[config.mk]
export PLATFORM = sky130hd
export DESIGN_NAME = stop_request_encoder
export DESIGN_NICKNAME = d
export VERILOG_FILES = /design/src/rtl/stop_request_encoder.sv
export SDC_FILE = /design/constraint.sdc
export NUM_CORES = 1
export LEC_CHECK = 0
export ABC_CLOCK_PERIOD_IN_PS = 3560
export CORE_ASPECT_RATIO = 0.7
export CORE_MARGIN = 4
export CORE_UTILIZATION = 56
export DETAILED_ROUTE_END_ITERATION = 16
export PLACE_DENSITY = 0.82
export SYNTH_ARGS = -nofsm -noshare
export SYNTH_HDL_FRONTEND = slang
export SYNTH_SLANG_ARGS = --single-unit
[constraint.sdc]
create_clock -name clk -period 3.56 [get_ports clk]
set_clock_uncertainty 0.2 [all_clocks]
set_input_delay 0.712 -clock clk [delete_from_list [all_inputs] [get_ports clk]]
set_output_delay 0.712 -clock clk [all_outputs]
set_load 0.01 [all_outputs]
[src/rtl/stop_request_encoder.sv]
// -----------------------------------------------------------------------------
// stop_request_encoder
//
// Source-domain stage in front of the interruption manager's mux synchronizer.
// Three level stop requests are registered, optionally debounced, and every
// new combination is encoded into a 3-bit interruption code.
//
// The code is published with a qualifier that obeys mux-sync rules. o_code is
// loaded only when a transfer starts. It then stays constant while o_valid is
// high (HOLD_CYCLES) and for GAP_CYCLES afterwards. Request changes that arrive
// mid-transfer are coalesced: only the latest combination is sent next.
//
// Parameters
//   HOLD_CYCLES    cycles o_valid stays high per transfer (>=1)
//   GAP_CYCLES     cycles o_code is held after o_valid falls (>=1)
//   FILTER_CYCLES  stability window for req_stop (>=1). It exists only when
//                  STOP_REQ_FILTER_EN is defined.
//
// Configuration macro
//   STOP_REQ_FILTER_EN  when defined, the registered request must hold one
//                       value for FILTER_CYCLES consecutive cycles before it
//                       is acted on. When undefined, the one-flop registered
//                       request is used directly.
//
// Ports
//   clk         in   1  source-domain clock
//   rst_n       in   1  asynchronous active-low reset, synchronous release
//   req_stop    in   3  [2]=stop1 [1]=stop2 [0]=stop3, level requests
//   o_code      out  3  interruption code to the mux synchronizer data input
//   o_valid     out  1  code qualifier to the mux synchronizer valid input
//   o_busy      out  1  high while a transfer is publishing or in its gap
//   o_coalesce  out  8  saturating count of request changes absorbed while busy
// -----------------------------------------------------------------------------
module stop_request_encoder #(
  parameter int HOLD_CYCLES   = 3,
  parameter int GAP_CYCLES    = 2
`ifdef STOP_REQ_FILTER_EN
  ,
  parameter int FILTER_CYCLES = 4
`endif
) (
  input  logic       clk,
  input  logic       rst_n,
  input  logic [2:0] req_stop,
  output logic [2:0] o_code,
  output logic       o_valid,
  output logic       o_busy,
  output logic [7:0] o_coalesce
);

  typedef enum logic [1:0] {
    IDLE    = 2'd0,
    PUBLISH = 2'd1,
    GAP     = 2'd2
  } state_t;

  // One counter serves both timed phases, so it is sized for the longer one.
  localparam int CNT_MAX = (HOLD_CYCLES > GAP_CYCLES) ? HOLD_CYCLES : GAP_CYCLES;
  localparam int CNT_W   = (CNT_MAX > 1) ? $clog2(CNT_MAX) : 1;
  localparam logic [CNT_W-1:0] HOLD_LAST = CNT_W'(HOLD_CYCLES - 1);
  localparam logic [CNT_W-1:0] GAP_LAST  = CNT_W'(GAP_CYCLES - 1);

  // {stop1,stop2,stop3} -> interruption code. This is not a binary weighting,
  // so a table is the clearest form.
  function automatic logic [2:0] encode_stops(input logic [2:0] stops);
    logic [2:0] code;
    case (stops)
      3'b000:  code = 3'd0;
      3'b010:  code = 3'd1;
      3'b001:  code = 3'd2;
      3'b110:  code = 3'd3;
      3'b101:  code = 3'd4;
      3'b011:  code = 3'd5;
      3'b100:  code = 3'd6;
      default: code = 3'd7;   // 3'b111
    endcase
    return code;
  endfunction

  // ---------------------------------------------------------------------------
  // Input stage: one flop on the raw request, plus an optional stability filter
  // ---------------------------------------------------------------------------
  logic [2:0] req_q;
  logic [2:0] req_eff;

  // NOTE: every register in this block is small control state, so all of it
  // is reset. Nothing here is a memory array that could be left unreset.
  always_ff @(posedge clk or negedge rst_n) begin
    if (!rst_n) begin
      req_q <= 3'b000;
    end else begin
      // NOTE: sequential state uses non-blocking assignments, so every
      // register samples pre-edge values regardless of statement order.
      req_q <= req_stop;
    end
  end

`ifdef STOP_REQ_FILTER_EN
  localparam int FLT_W = $clog2(FILTER_CYCLES + 1);
  localparam logic [FLT_W-1:0] FLT_FULL = FLT_W'(FILTER_CYCLES);

  // flt_cnt = number of consecutive cycles req_q has held its current value.
  // It saturates at FILTER_CYCLES.
  logic [FLT_W-1:0] flt_cnt;
  logic [2:0]       req_filt;

  always_ff @(posedge clk or negedge rst_n) begin
    if (!rst_n) begin
      flt_cnt  <= '0;
      req_filt <= 3'b000;
    end else begin
      if (req_stop != req_q) begin
        flt_cnt <= FLT_W'(1);
      end else if (flt_cnt != FLT_FULL) begin
        flt_cnt <= flt_cnt + FLT_W'(1);
      end
      if (flt_cnt == FLT_FULL) begin
        req_filt <= req_q;
      end
    end
  end

  assign req_eff = req_filt;
`else
  assign req_eff = req_q;
`endif

  // ---------------------------------------------------------------------------
  // Transfer FSM: IDLE compares, PUBLISH drives valid, GAP holds the code
  // ---------------------------------------------------------------------------
  state_t           state, state_nxt;
  logic [CNT_W-1:0] cnt, cnt_nxt;
  logic [2:0]       last_sent, last_sent_nxt;
  logic [2:0]       code_nxt;
  logic             valid_nxt;

  always_comb begin
    // NOTE: every output of this block gets a default first, so no path can
    // leave a signal unassigned and infer a latch.
    state_nxt     = state;
    cnt_nxt       = cnt;
    last_sent_nxt = last_sent;
    code_nxt      = o_code;
    valid_nxt     = 1'b0;

    case (state)
      IDLE: begin
        cnt_nxt = '0;
        // The comparison always uses the latest req_eff. Anything that came and
        // went during the previous transfer is silently dropped here.
        if (req_eff != last_sent) begin
          state_nxt     = PUBLISH;
          code_nxt      = encode_stops(req_eff);
          last_sent_nxt = req_eff;
          valid_nxt     = 1'b1;
        end
      end
      PUBLISH: begin
        if (cnt == HOLD_LAST) begin
          state_nxt = GAP;
          cnt_nxt   = '0;
        end else begin
          cnt_nxt   = cnt + CNT_W'(1);
          valid_nxt = 1'b1;
        end
      end
      GAP: begin
        if (cnt == GAP_LAST) begin
          state_nxt = IDLE;
          cnt_nxt   = '0;
        end else begin
          cnt_nxt = cnt + CNT_W'(1);
        end
      end
      default: begin
        state_nxt = IDLE;
        cnt_nxt   = '0;
      end
    endcase
  end

  // All outputs are registered from next-state values. This keeps them
  // glitch-free toward the synchronizer, and o_busy lines up exactly with the
  // PUBLISH/GAP cycles.
  always_ff @(posedge clk or negedge rst_n) begin
    if (!rst_n) begin
      state     <= IDLE;
      cnt       <= '0;
      last_sent <= 3'b000;
      o_code    <= 3'd0;
      o_valid   <= 1'b0;
      o_busy    <= 1'b0;
    end else begin
      state     <= state_nxt;
      cnt       <= cnt_nxt;
      last_sent <= last_sent_nxt;
      o_code    <= code_nxt;
      o_valid   <= valid_nxt;
      o_busy    <= (state_nxt != IDLE);
    end
  end

  // ---------------------------------------------------------------------------
  // Coalesce counter: request changes seen while a transfer is in flight
  // ---------------------------------------------------------------------------
  logic [2:0] req_eff_prev;

  always_ff @(posedge clk or negedge rst_n) begin
    if (!rst_n) begin
      req_eff_prev <= 3'b000;
      o_coalesce   <= 8'd0;
    end else begin
      req_eff_prev <= req_eff;
      if (o_busy && (req_eff != req_eff_prev) && (o_coalesce != 8'hFF)) begin
        o_coalesce <= o_coalesce + 8'd1;
      end
    end
  end

endmodule

; Yosys cells after proc, flatten, opt, wreduce, memory -nomap -nowiden
; Cells that the tools add are included.
[totals]
ff_bits = 26
inputBits = 5
output_inout_bits = 13
wordCells = 41
[classes]
addsub = 2
n_eq_ne = 13
muxes = 11
n_reduce_logical = 6
[ops]
columns = cell, n
row1 = $pmux 3 s7, 1
row2 = $mux 2, 5
row3 = $eq 3x3->1 const B, 3
row4 = $add 8x1->8 const B, 1
row5 = $ne 8x8->1 const B, 1
row6 = $eq 3x2->1 const B, 2
row7 = $ne 3x3->1, 2
row8 = $pmux 2 s3, 1
row9 = $eq 2x1->1 const B, 2
row10 = $eq 2x2->1 const B, 2
row11 = $pmux 2 s2, 1
row12 = $eq 3x1->1 const B, 1
row13 = $logic_not 3->1, 1
row14 = $add 2x1->2 const B, 1
row15 = $logic_and 1x1->1, 2
row16 = $logic_not 2->1, 1
row17 = $mux 1, 2
row18 = $pmux 1 s2, 1
row19 = $reduce_and 2->1, 1
row20 = $reduce_bool 2->1, 1

; Depth between registers and ports, before layout
; Gate-level depths: netlist (run 1).
[logic_depth]
ltp_word = 4
mapped_depth = 6
depth_no_buf = 6

; Worst setup path after synthesis (run 1)
; Ideal clock, no wire load.
[synth_path]
path_kind = register to register
from = reg o_coalesce[0]
to = reg o_coalesce[7]
setup_ns = 0.079
arrival_ns = 1.475
t_required_ns = 3.281
slack_ns = 1.806
stages_incl_launch_ff = 6
n_path_buf = 0
synth_period_minus_slack_ns = 1.754
path_cell_list = dfrtp_1 > ha_1 > and3_1 > and3_4 > nor4_1 > xor2_1
[synth_via]
elab_chain_cells = 2
word_cells_on_any_way = 3
classes_between = add/sub (1) / eq/ne (1) / reduce/logical (1)
[synth_rtl]
columns = item, line
row1 = start: declaration, 48  ; output logic [7:0] o_coalesce
row2 = start signal: assignment, 215  ; o_coalesce <= o_coalesce + 8'd1;
row3 = branches (longest 2 deep; another with $add 8x1->8), --
; Several ways; the timed one is not identified.
; A chain may end at the register's enable or synchronous reset.

; Worst setup path after layout (run 1)
[layout_path]
from = reg o_coalesce[7]
to = out o_coalesce[7]
; No word-level cell between the ends.

==> results of run 1 <==
==> sequential cells by signal (all words and copies together) (netlist names) <==
register	count
cnt	2
last_sent	3
o_busy	1
o_coalesce	8
o_code	3
o_valid	1
req_eff	3
req_eff_prev	3
state	2
==> power by group <==
part	switching [mW]	internal [mW]
Combinational	0.206	0.273
Clock	0.0846	0.114
Sequential	0.100	0.400
==> synthesized netlist by cell type, types with 3 or more instances <==
cell type  instances
dfrtp_1           26
xnor2_1           10
nand2_1            7
ha_1               5
nand4_1            5
mux2_1             4
mux2_2             4
nand3_1            4
nand2b_1           3
nor2b_1            3
xor2_1             3
==> layout make-up <==
type / count / area [sq um]
sequential: 26 / 651
multi-input combinational: 71 / 537
fill: 136 / 483
timing repair buffer: 18 / 178
clock inverter: 1 / 30.0
tap: 22 / 27.5
clock buffer: 3 / 22.5
inverter: 2 / 7.51
==> worst paths after layout <==
path                                           start                        end  slack, ns  depth (start not counted)
min                        o_coalesce[6]$_DFFE_PN0P_  o_coalesce[6]$_DFFE_PN0P_       0.30                          1
max                        o_coalesce[7]$_DFFE_PN0P_              o_coalesce[7]       1.31                          1
min in group asynchronous                      rst_n  o_coalesce[0]$_DFFE_PN0P_       0.54                          2
max in group asynchronous                      rst_n  req_eff_prev[0]$_DFF_PN0_       2.39                          2
min reg2reg                o_coalesce[6]$_DFFE_PN0P_  o_coalesce[6]$_DFFE_PN0P_       0.30                          1
max reg2reg                o_coalesce[0]$_DFFE_PN0P_  o_coalesce[5]$_DFFE_PN0P_       1.70                          5
==> stage by stage <==
| step | power [mW] | utilization, % | setup WS, ns |
|---|---|---|---|
| 6_report | 1.18 | 75.0 | 1.31 |
| 3_5_place_dp | 0.994 | 72.3 | 1.68 |
| 5_1_grt | 1.27 | 75.0 | 1.23 |
| 4_1_cts | 1.19 | 75.0 | 1.31 |
| 2_1_floorplan | 0.773 | - | 1.81 |
| 3_3_place_gp | 0.972 | 72.3 | 1.70 |
==> cell families after synthesis <==
family                   after synthesis  share of synthesized area (%)
XOR/XNOR                              13                           9.53
multiplexers                           8                           7.54
AND/OR/NAND/NOR                       35                           17.1
AO/OA/AOI/OAI                         10                           5.55
adder cells (fa/ha/maj)                5                           5.24
flip-flops                            26                           54.4
buffers and inverters                  2                          0.629
==> metal layers <==
metal	routed length, microns	vias up	track usage [%]
met4	27	0	7.73
met5	0	-	0
met3	100	5	5.37
met1	969	388	19.8
li1	-	392	-
met2	909	19	27.5
==> impl_metrics.json, run 1 <==
{
  "syn-cell-area_sq_um": 1190,
  "rsz0062_at_grt": "false",
  "status": "finished clean",
  "drive_gt1_share_pct": 9.09,
  "slew_headroom_pct": 79.1,
  "yosysTopAreaCellShare_pct": 54.5,
  "die_w_microns": 63.2,
  "start_kind": "flip-flop",
  "critPathMaxFanout": 5,
  "rows": 13,
  "ys_seq_area_share_pct": 54.5,
  "holdWs_ns": 0.300,
  "min_period_ns": 2.25,
  "viasPerCell": 5.62,
  "syn-instance-count": 99,
  "clkTransAtPathRegs_ns": 0.13,
  "firstDrtPassIters": 4,
  "mostFrequentLayoutCells": "26 x dfrtp_1, 17 x clkdlybuf4s50_1, 10 x xnor2_1",
  "syn-mean-instance-area_sq_um": 12.1,
  "die_h_microns": 46.6,
  "detail-route-antenna-nets": 0,
  "num_vias": 804,
  "slowest_delay_ns": 0.57,
  "cts-resized-gates": 0,
  "nets": 132,
  "antennaDiodeCount": 0,
  "period_share_pct": 63.3,
  "critPathBufInv": 1,
  "slowest_stage": "clkdlybuf4s50_1",
  "grt_max_degree": 27,
  "critical_path_required_ns": 2.65,
  "grtUsageTotal_pct": 16.4,
  "powerDensity_nw_per_um2": 811,
  "grt-ovfl-total": 0,
  "grt_pass1_wl_microns": 3480,
  "cts.path.max_buffers": 2,
  "critPathCaptureType": "primary output",
  "dp_hpwl_microns": 1580,
  "dp_cells": 139,
  "setup-violations-final": 0,
  "port_buffers": 17,
  "min-delay-path-class": "flip-flop to flip-flop",
  "synth_edf_count": 0,
  "vdd_drop_max_v": 0.000437,
  "postCtsSetupBuffers": 0,
  "arrival_ns": 1.34,
  "antenna_found_initial": 0,
  "synth_cell_types": 29,
  "root_buffer": "clkbuf_4",
  "yosys_warnings": 0,
  "yosysTopAreaCell": "dfrtp_1",
  "placedInstanceArea_sq_um": 1400,
  "die_area_sq_um": 2950,
  "hold_viol": 0,
  "tightest_slew_ns": 0.311,
  "area_growth_syn_to_layout_pct": 21.6,
  "maxCapViolations": 0,
  "final_common_cell": "dfrtp_1",
  "cts_buffers": 3,
  "fmax_mhz": 444,
  "yosys_register_bits": 26,
  "insertion_delay_ns": 0.32,
  "grt_pass1_vias": 780,
  "cts_hold_buffers": 0,
  "h-tree-depth": 1,
  "cp_top_family": "buffers and inverters",
  "critPathKind": "flip-flop to primary output",
  "yosys_most_used_dff": "dfrtp_1",
  "slew_viol_final": 0,
  "tns_ns": 0,
  "wl_per_cell_microns": 14.0,
  "stdcell_area_sq_um": 1450,
  "synthArstFlopShare_pct": 100,
  "synth_area_leaders": "dfrtp_1 54%, xnor2_1 7.3%, ha_1 5.2%",
  "cts_sinks": 26,
  "cts_tree": "yes",
  "place_congestion": 0.887,
  "ioPinCount": 18,
  "leakage_nw": 0.623,
  "path_cells": "clkdlybuf4s50_1",
  "synth.net_count": 109,
  "core-area_sq_um": 1940,
  "fin_cells": 143,
  "initial_core_util_pct": 61.7,
  "wl_microns": 2010,
  "drt_iter0_drc": 21,
  "route.detailed.drc": 0
}
Power figures use the tool's default switching activity.
==> inputs of run 2 (changes only) <==
==> config.mk (replaced) <==
export PLATFORM = sky130hd
export DESIGN_NAME = stop_request_encoder
export DESIGN_NICKNAME = d
export VERILOG_FILES = /design/src/rtl/stop_request_encoder.sv
export SDC_FILE = /design/constraint.sdc
export NUM_CORES = 1
export LEC_CHECK = 0
export ABC_CLOCK_PERIOD_IN_PS = 2300
export CORE_ASPECT_RATIO = 0.7
export CORE_MARGIN = 4
export CORE_UTILIZATION = 52
export DETAILED_ROUTE_END_ITERATION = 16
export PLACE_DENSITY = 0.77
export SYNTH_ARGS = -nofsm -noshare
export SYNTH_HDL_FRONTEND = slang
export SYNTH_SLANG_ARGS = --single-unit
==> constraint.sdc (replaced) <==
create_clock -name clk -period 2.3 [get_ports clk]
set_clock_uncertainty 0.2 [all_clocks]
set_input_delay 0.46 -clock clk [delete_from_list [all_inputs] [get_ports clk]]
set_output_delay 0.46 -clock clk [all_outputs]
set_load 0.01 [all_outputs]
==> impl_metrics.json, run 2 (synthesis results as in run 1) <==
{
  "start_kind": "flip-flop",
  "p_int_mw": 1.22,
  "insertion_delay_ns": 0.32,
  "place_congestion": 0.849,
  "hold_viol": 0,
  "wl_met1_microns": 959,
  "firstDrtPassIters": 4,
  "cts_sinks": 26,
  "min-delay-path-class": "input port to async pin",
  "antennaDiodeCount": 0,
  "drt_iter0_drc": 39,
  "tns_ns": 0,
  "cts.path.max_buffers": 2,
  "min_period_ns": 2.00,
  "wl_microns": 1980,
  "die_area_sq_um": 3140,
  "viasPerCell": 5.31,
  "path_cells": "clkdlybuf4s50_1",
  "cts-resized-gates": 0,
  "dp_hpwl_microns": 1560,
  "nets": 132,
  "cts_tree": "yes",
  "die_w_microns": 65.3,
  "largest_reg_flops": 8,
  "root_buffer": "clkbuf_4",
  "switchingPower_mw": 0.599,
  "period_share_pct": 86.8,
  "largest_register": "o_coalesce",
  "grt_pass1_vias": 766,
  "slowest_delay_ns": 0.57,
  "placedInstanceArea_sq_um": 1410,
  "drive_gt1_share_pct": 9.09,
  "regToRegEndpoint": "o_coalesce[7]$_DFFE_PN0P_",
  "critPathMaxFanout": 5,
  "route.detailed.drc": 0,
  "h-tree-depth": 1,
  "critPathBufInv": 1,
  "fmax_mhz": 501,
  "ioPinCount": 18,
  "antenna_found_initial": 0,
  "arrival_ns": 1.34,
  "grt-ovfl-total": 0,
  "slowest_stage": "clkdlybuf4s50_1",
  "rows": 14,
  "swShare_pct": 33.0,
  "tightest_slew_ns": 0.376,
  "slew_headroom_pct": 74.7,
  "slew_viol_final": 0,
  "stdcell_area_sq_um": 1470,
  "critPathCaptureType": "primary output",
  "reg2reg_slack_ns": 0.41,
  "area_growth_syn_to_layout_pct": 22.6,
  "critical_path_required_ns": 1.64,
  "grtUsageTotal_pct": 15.0,
  "status": "finished clean",
  "initial_core_util_pct": 55.0,
  "maxCapViolations": 0,
  "clkPwrFrac_pct": 16.9,
  "die_h_microns": 48.1,
  "leakage_nw": 0.623,
  "cp_top_family": "buffers and inverters",
  "powerDensity_nw_per_um2": 1240,
  "rsz0062_at_grt": "false",
  "mostFrequentLayoutCells": "26 x dfrtp_1, 17 x clkdlybuf4s50_1, 10 x xnor2_1",
  "crit_cells": 1,
  "top_layer": "met4",
  "core-area_sq_um": 2170,
  "grt_pass1_wl_microns": 3480,
  "wl_per_cell_microns": 12.9,
  "r2r_start": "o_coalesce[0]$_DFFE_PN0P_",
  "cts_hold_buffers": 0,
  "final_common_cell": "dfrtp_1",
  "num_vias": 812,
  "wl_met3_microns": 96,
  "power_frac_comb_pct": 40.7,
  "n_fill_cell": 186,
  "postCtsSetupBuffers": 0,
  "clkTransAtPathRegs_ns": 0.14,
  "detail-route-antenna-nets": 0,
  "cts_buffers": 3,
  "vdd_drop_max_v": 0.000694,
  "port_buffers": 17,
  "reg2regPathDepth": 5,
  "setup-violations-final": 0,
  "fin_util_pct": 67.5,
  "critPathKind": "flip-flop to primary output",
  "holdWs_ns": 0.284,
  "grt_max_degree": 27,
  "p_seq_share_pct": 42.4,
  "dr_wl_met2_microns": 914
}
-- run 2: worst register-to-register path: stages (launching register included) --
cell and delay, ns:
dfrtp_1 0.44, ha_1 0.22, and3_1 0.22, and3_4 0.19, nor4_1 0.37, xor2_1 0.17
-- run 2: power by group through the flow --
stage	sequential (mW)	clock (mW)	combinational, mW
finish	0.770	0.306	0.739
global route	0.799	0.340	0.814
CTS	0.770	0.317	0.751
detailed placement	0.781	0	0.748
global placement	0.773	0	0.724
floorplan	0.805	0	0.392
-- run 2: routing by layer --
metal  GRT usage [%]  vias to the layer above
met2            26.8                       18
met3            5.76                        2
met4            2.48                        0
met5               0                        -
met1            18.3                      397
li1                -                      395
-- run 2: how the worst max path moves through the flow --
| stage | slack [ns] | start | to |
|---|---|---|---|
| 6_report | 0.30 | o_coalesce[7]$_DFFE_PN0P_ | o_coalesce[7] |
| 3_5_place_dp | 0.46 | o_coalesce[0]$_DFFE_PN0P_ | o_coalesce[7]$_DFFE_PN0P_ |
| 3_3_place_gp | 0.56 | o_coalesce[0]$_DFFE_PN0P_ | o_coalesce[5]$_DFFE_PN0P_ |
| 2_1_floorplan | 0.55 | o_coalesce[0]$_DFFE_PN0P_ | o_coalesce[7]$_DFFE_PN0P_ |
| 5_1_grt | 0.21 | o_coalesce[4]$_DFFE_PN0P_ | o_coalesce[4] |
| 4_1_cts | 0.30 | o_coalesce[3]$_DFFE_PN0P_ | o_coalesce[3] |
-- run 2: through the flow --
stage          worst slack [ns]  cells  total power [mW]
2_1_floorplan             0.546     99              1.20
3_3_place_gp              0.558    149              1.50
4_1_cts                   0.295    153              1.84
6_report                  0.303    153              1.82
5_1_grt                   0.206    153              1.95
3_5_place_dp              0.458    149              1.53
-- run 2: cell type report --
class                      instances  area (sq um)  share of cell area, %
sequential                        26           651                   44.4
multi-input combinational         71           537                   36.6
timing repair buffer              18           178                   12.1
tap                               32          40.0                   2.73
clock inverter                     1          30.0                   2.05
clock buffer                       3          22.5                   1.54
inverter                           2          7.51                  0.512
==> inputs of run 3 (changes only) <==
--- a/config.mk
+++ b/config.mk
@@ -8,9 +8,8 @@
 export ABC_CLOCK_PERIOD_IN_PS = 2300
 export CORE_ASPECT_RATIO = 0.7
 export CORE_MARGIN = 4
-export CORE_UTILIZATION = 52
+export CORE_UTILIZATION = 38
 export DETAILED_ROUTE_END_ITERATION = 16
-export PLACE_DENSITY = 0.77
 export SYNTH_ARGS = -nofsm -noshare
 export SYNTH_HDL_FRONTEND = slang
 export SYNTH_SLANG_ARGS = --single-unit
==> impl_metrics.json, run 3 (synthesis results as in run 1) <==
{
  "num_vias": 787,
  "vdd_drop_max_v": 0.000519,
  "postCtsSetupBuffers": 0,
  "antennaDiodeCount": 0,
  "switchingPower_mw": 0.606,
  "cts.path.max_buffers": 2,
  "holdWs_ns": 0.301,
  "firstDrtPassIters": 4,
  "n_fill_cell": 241,
  "slowest_delay_ns": 0.57,
  "tightest_slew_ns": 0.339,
  "die_h_microns": 54.9,
  "critPathKind": "flip-flop to primary output",
  "path_cells": "clkdlybuf4s50_1",
  "core-area_sq_um": 2900,
  "start_kind": "flip-flop",
  "slowest_stage": "clkdlybuf4s50_1",
  "grt_max_degree": 27,
  "detail-route-antenna-nets": 0,
  "root_buffer": "clkbuf_8",
  "die_area_sq_um": 4120,
  "p_seq_share_pct": 41.1,
  "min-delay-path-class": "flip-flop to flip-flop",
  "clkPwrFrac_pct": 19.9,
  "grt_pass1_wl_microns": 3480,
  "wl_per_cell_microns": 13.0,
  "largest_reg_flops": 8,
  "arrival_ns": 1.28,
  "port_buffers": 17,
  "nets": 132,
  "critical_path_required_ns": 1.64,
  "setup-violations-final": 0,
  "powerDensity_nw_per_um2": 1260,
  "period_share_pct": 84.2,
  "drt_iter0_drc": 54,
  "critPathCaptureType": "primary output",
  "place_congestion": 0.752,
  "route.detailed.drc": 0,
  "insertion_delay_ns": 0.27,
  "critPathBufInv": 1,
  "dp_hpwl_microns": 1580,
  "cts_tree": "yes",
  "area_growth_syn_to_layout_pct": 24.6,
  "rsz0062_at_grt": "false",
  "rows": 16,
  "power_frac_comb_pct": 39.0,
  "cts-resized-gates": 0,
  "leakage_nw": 0.630,
  "grt_pass1_vias": 740,
  "h-tree-depth": 1,
  "die_w_microns": 75.0,
  "ioPinCount": 18,
  "maxCapViolations": 0,
  "clkTransAtPathRegs_ns": 0.09,
  "slew_headroom_pct": 77.2,
  "viasPerCell": 5.01,
  "fmax_mhz": 517,
  "swShare_pct": 32.3,
  "grtUsageTotal_pct": 11.6,
  "status": "finished clean",
  "cp_top_family": "buffers and inverters",
  "p_int_mw": 1.27,
  "slew_viol_final": 0,
  "min_period_ns": 1.94,
  "final_common_cell": "dfrtp_1",
  "cts_sinks": 26,
  "tns_ns": 0,
  "wl_microns": 2050,
  "critPathMaxFanout": 6,
  "grt-ovfl-total": 0,
  "initial_core_util_pct": 41.2,
  "cts_hold_buffers": 0,
  "cts_buffers": 3,
  "hold_viol": 0,
  "mostFrequentLayoutCells": "26 x dfrtp_1, 17 x clkdlybuf4s50_1, 10 x xnor2_1",
  "antenna_found_initial": 0,
  "drive_gt1_share_pct": 9.09,
  "largest_register": "o_coalesce"
}
-- run 3: cell counts in the layout (fill, tap and decap cells not counted) --
Identical to the previous run, type by type.
-- run 3: power by group through the flow --
stage / registers [mW] / clock network, mW / logic [mW]
floorplan: 0.805 / 0 / 0.392
global placement: 0.775 / 0 / 0.729
detailed placement: 0.787 / 0 / 0.744
CTS: 0.776 / 0.384 / 0.748
global route: 0.803 / 0.405 / 0.820
finish: 0.772 / 0.374 / 0.733
-- run 3: layer usage --
| metal | share of wire [%] | up-vias | global-route usage, % |
|---|---|---|---|
| li1 | - | 396 | - |
| met1 | 50 | 374 | 14.6 |
| met2 | 44 | 15 | 20.1 |
| met3 | 6.0 | 2 | 3.43 |
| met4 | 0.34 | 0 | 2.66 |
| met5 | 0 | - | 0 |
-- run 3: final timing paths --
| kind | from | to | slack, ns | depth (start not counted) |
|---|---|---|---|---|
| setup / recovery | o_busy$_DFF_PN0_ | o_busy | 0.36 | 1 |
| hold / removal | o_code[0]$_DFFE_PN0P_ | o_code[0]$_DFFE_PN0P_ | 0.30 | 1 |
| setup reg to reg | o_coalesce[0]$_DFFE_PN0P_ | o_coalesce[5]$_DFFE_PN0P_ | 0.45 | 5 |
| hold reg to reg | o_code[0]$_DFFE_PN0P_ | o_code[0]$_DFFE_PN0P_ | 0.30 | 1 |
| max in group asynchronous | rst_n | req_eff_prev[0]$_DFF_PN0_ | 1.31 | 2 |
| min in group asynchronous | rst_n | o_coalesce[7]$_DFFE_PN0P_ | 0.35 | 2 |
-- run 3: cell type report --
| type | count | area, sq um | share of cell area [%] |
|---|---|---|---|
| timing repair buffer | 18 | 178 | 11.9 |
| multi-input combinational | 71 | 537 | 36.1 |
| clock buffer | 3 | 41.3 | 2.77 |
| tap | 36 | 45.0 | 3.03 |
| inverter | 2 | 7.51 | 0.504 |
| clock inverter | 1 | 30.0 | 2.02 |
| sequential | 26 | 651 | 43.7 |
-- run 3: metrics by stage --
stage	total power, mW	area (sq um)	setup slack (ns)	utilization (%)	instances
6_report	1.88	1490	0.364	51.3	157
2_1_floorplan	1.20	1190	0.546	-	99
3_5_place_dp	1.53	1420	0.464	48.8	153
5_1_grt	2.03	1490	0.289	51.3	157
3_3_place_gp	1.50	1420	0.549	48.8	153
4_1_cts	1.91	1490	0.339	51.3	157
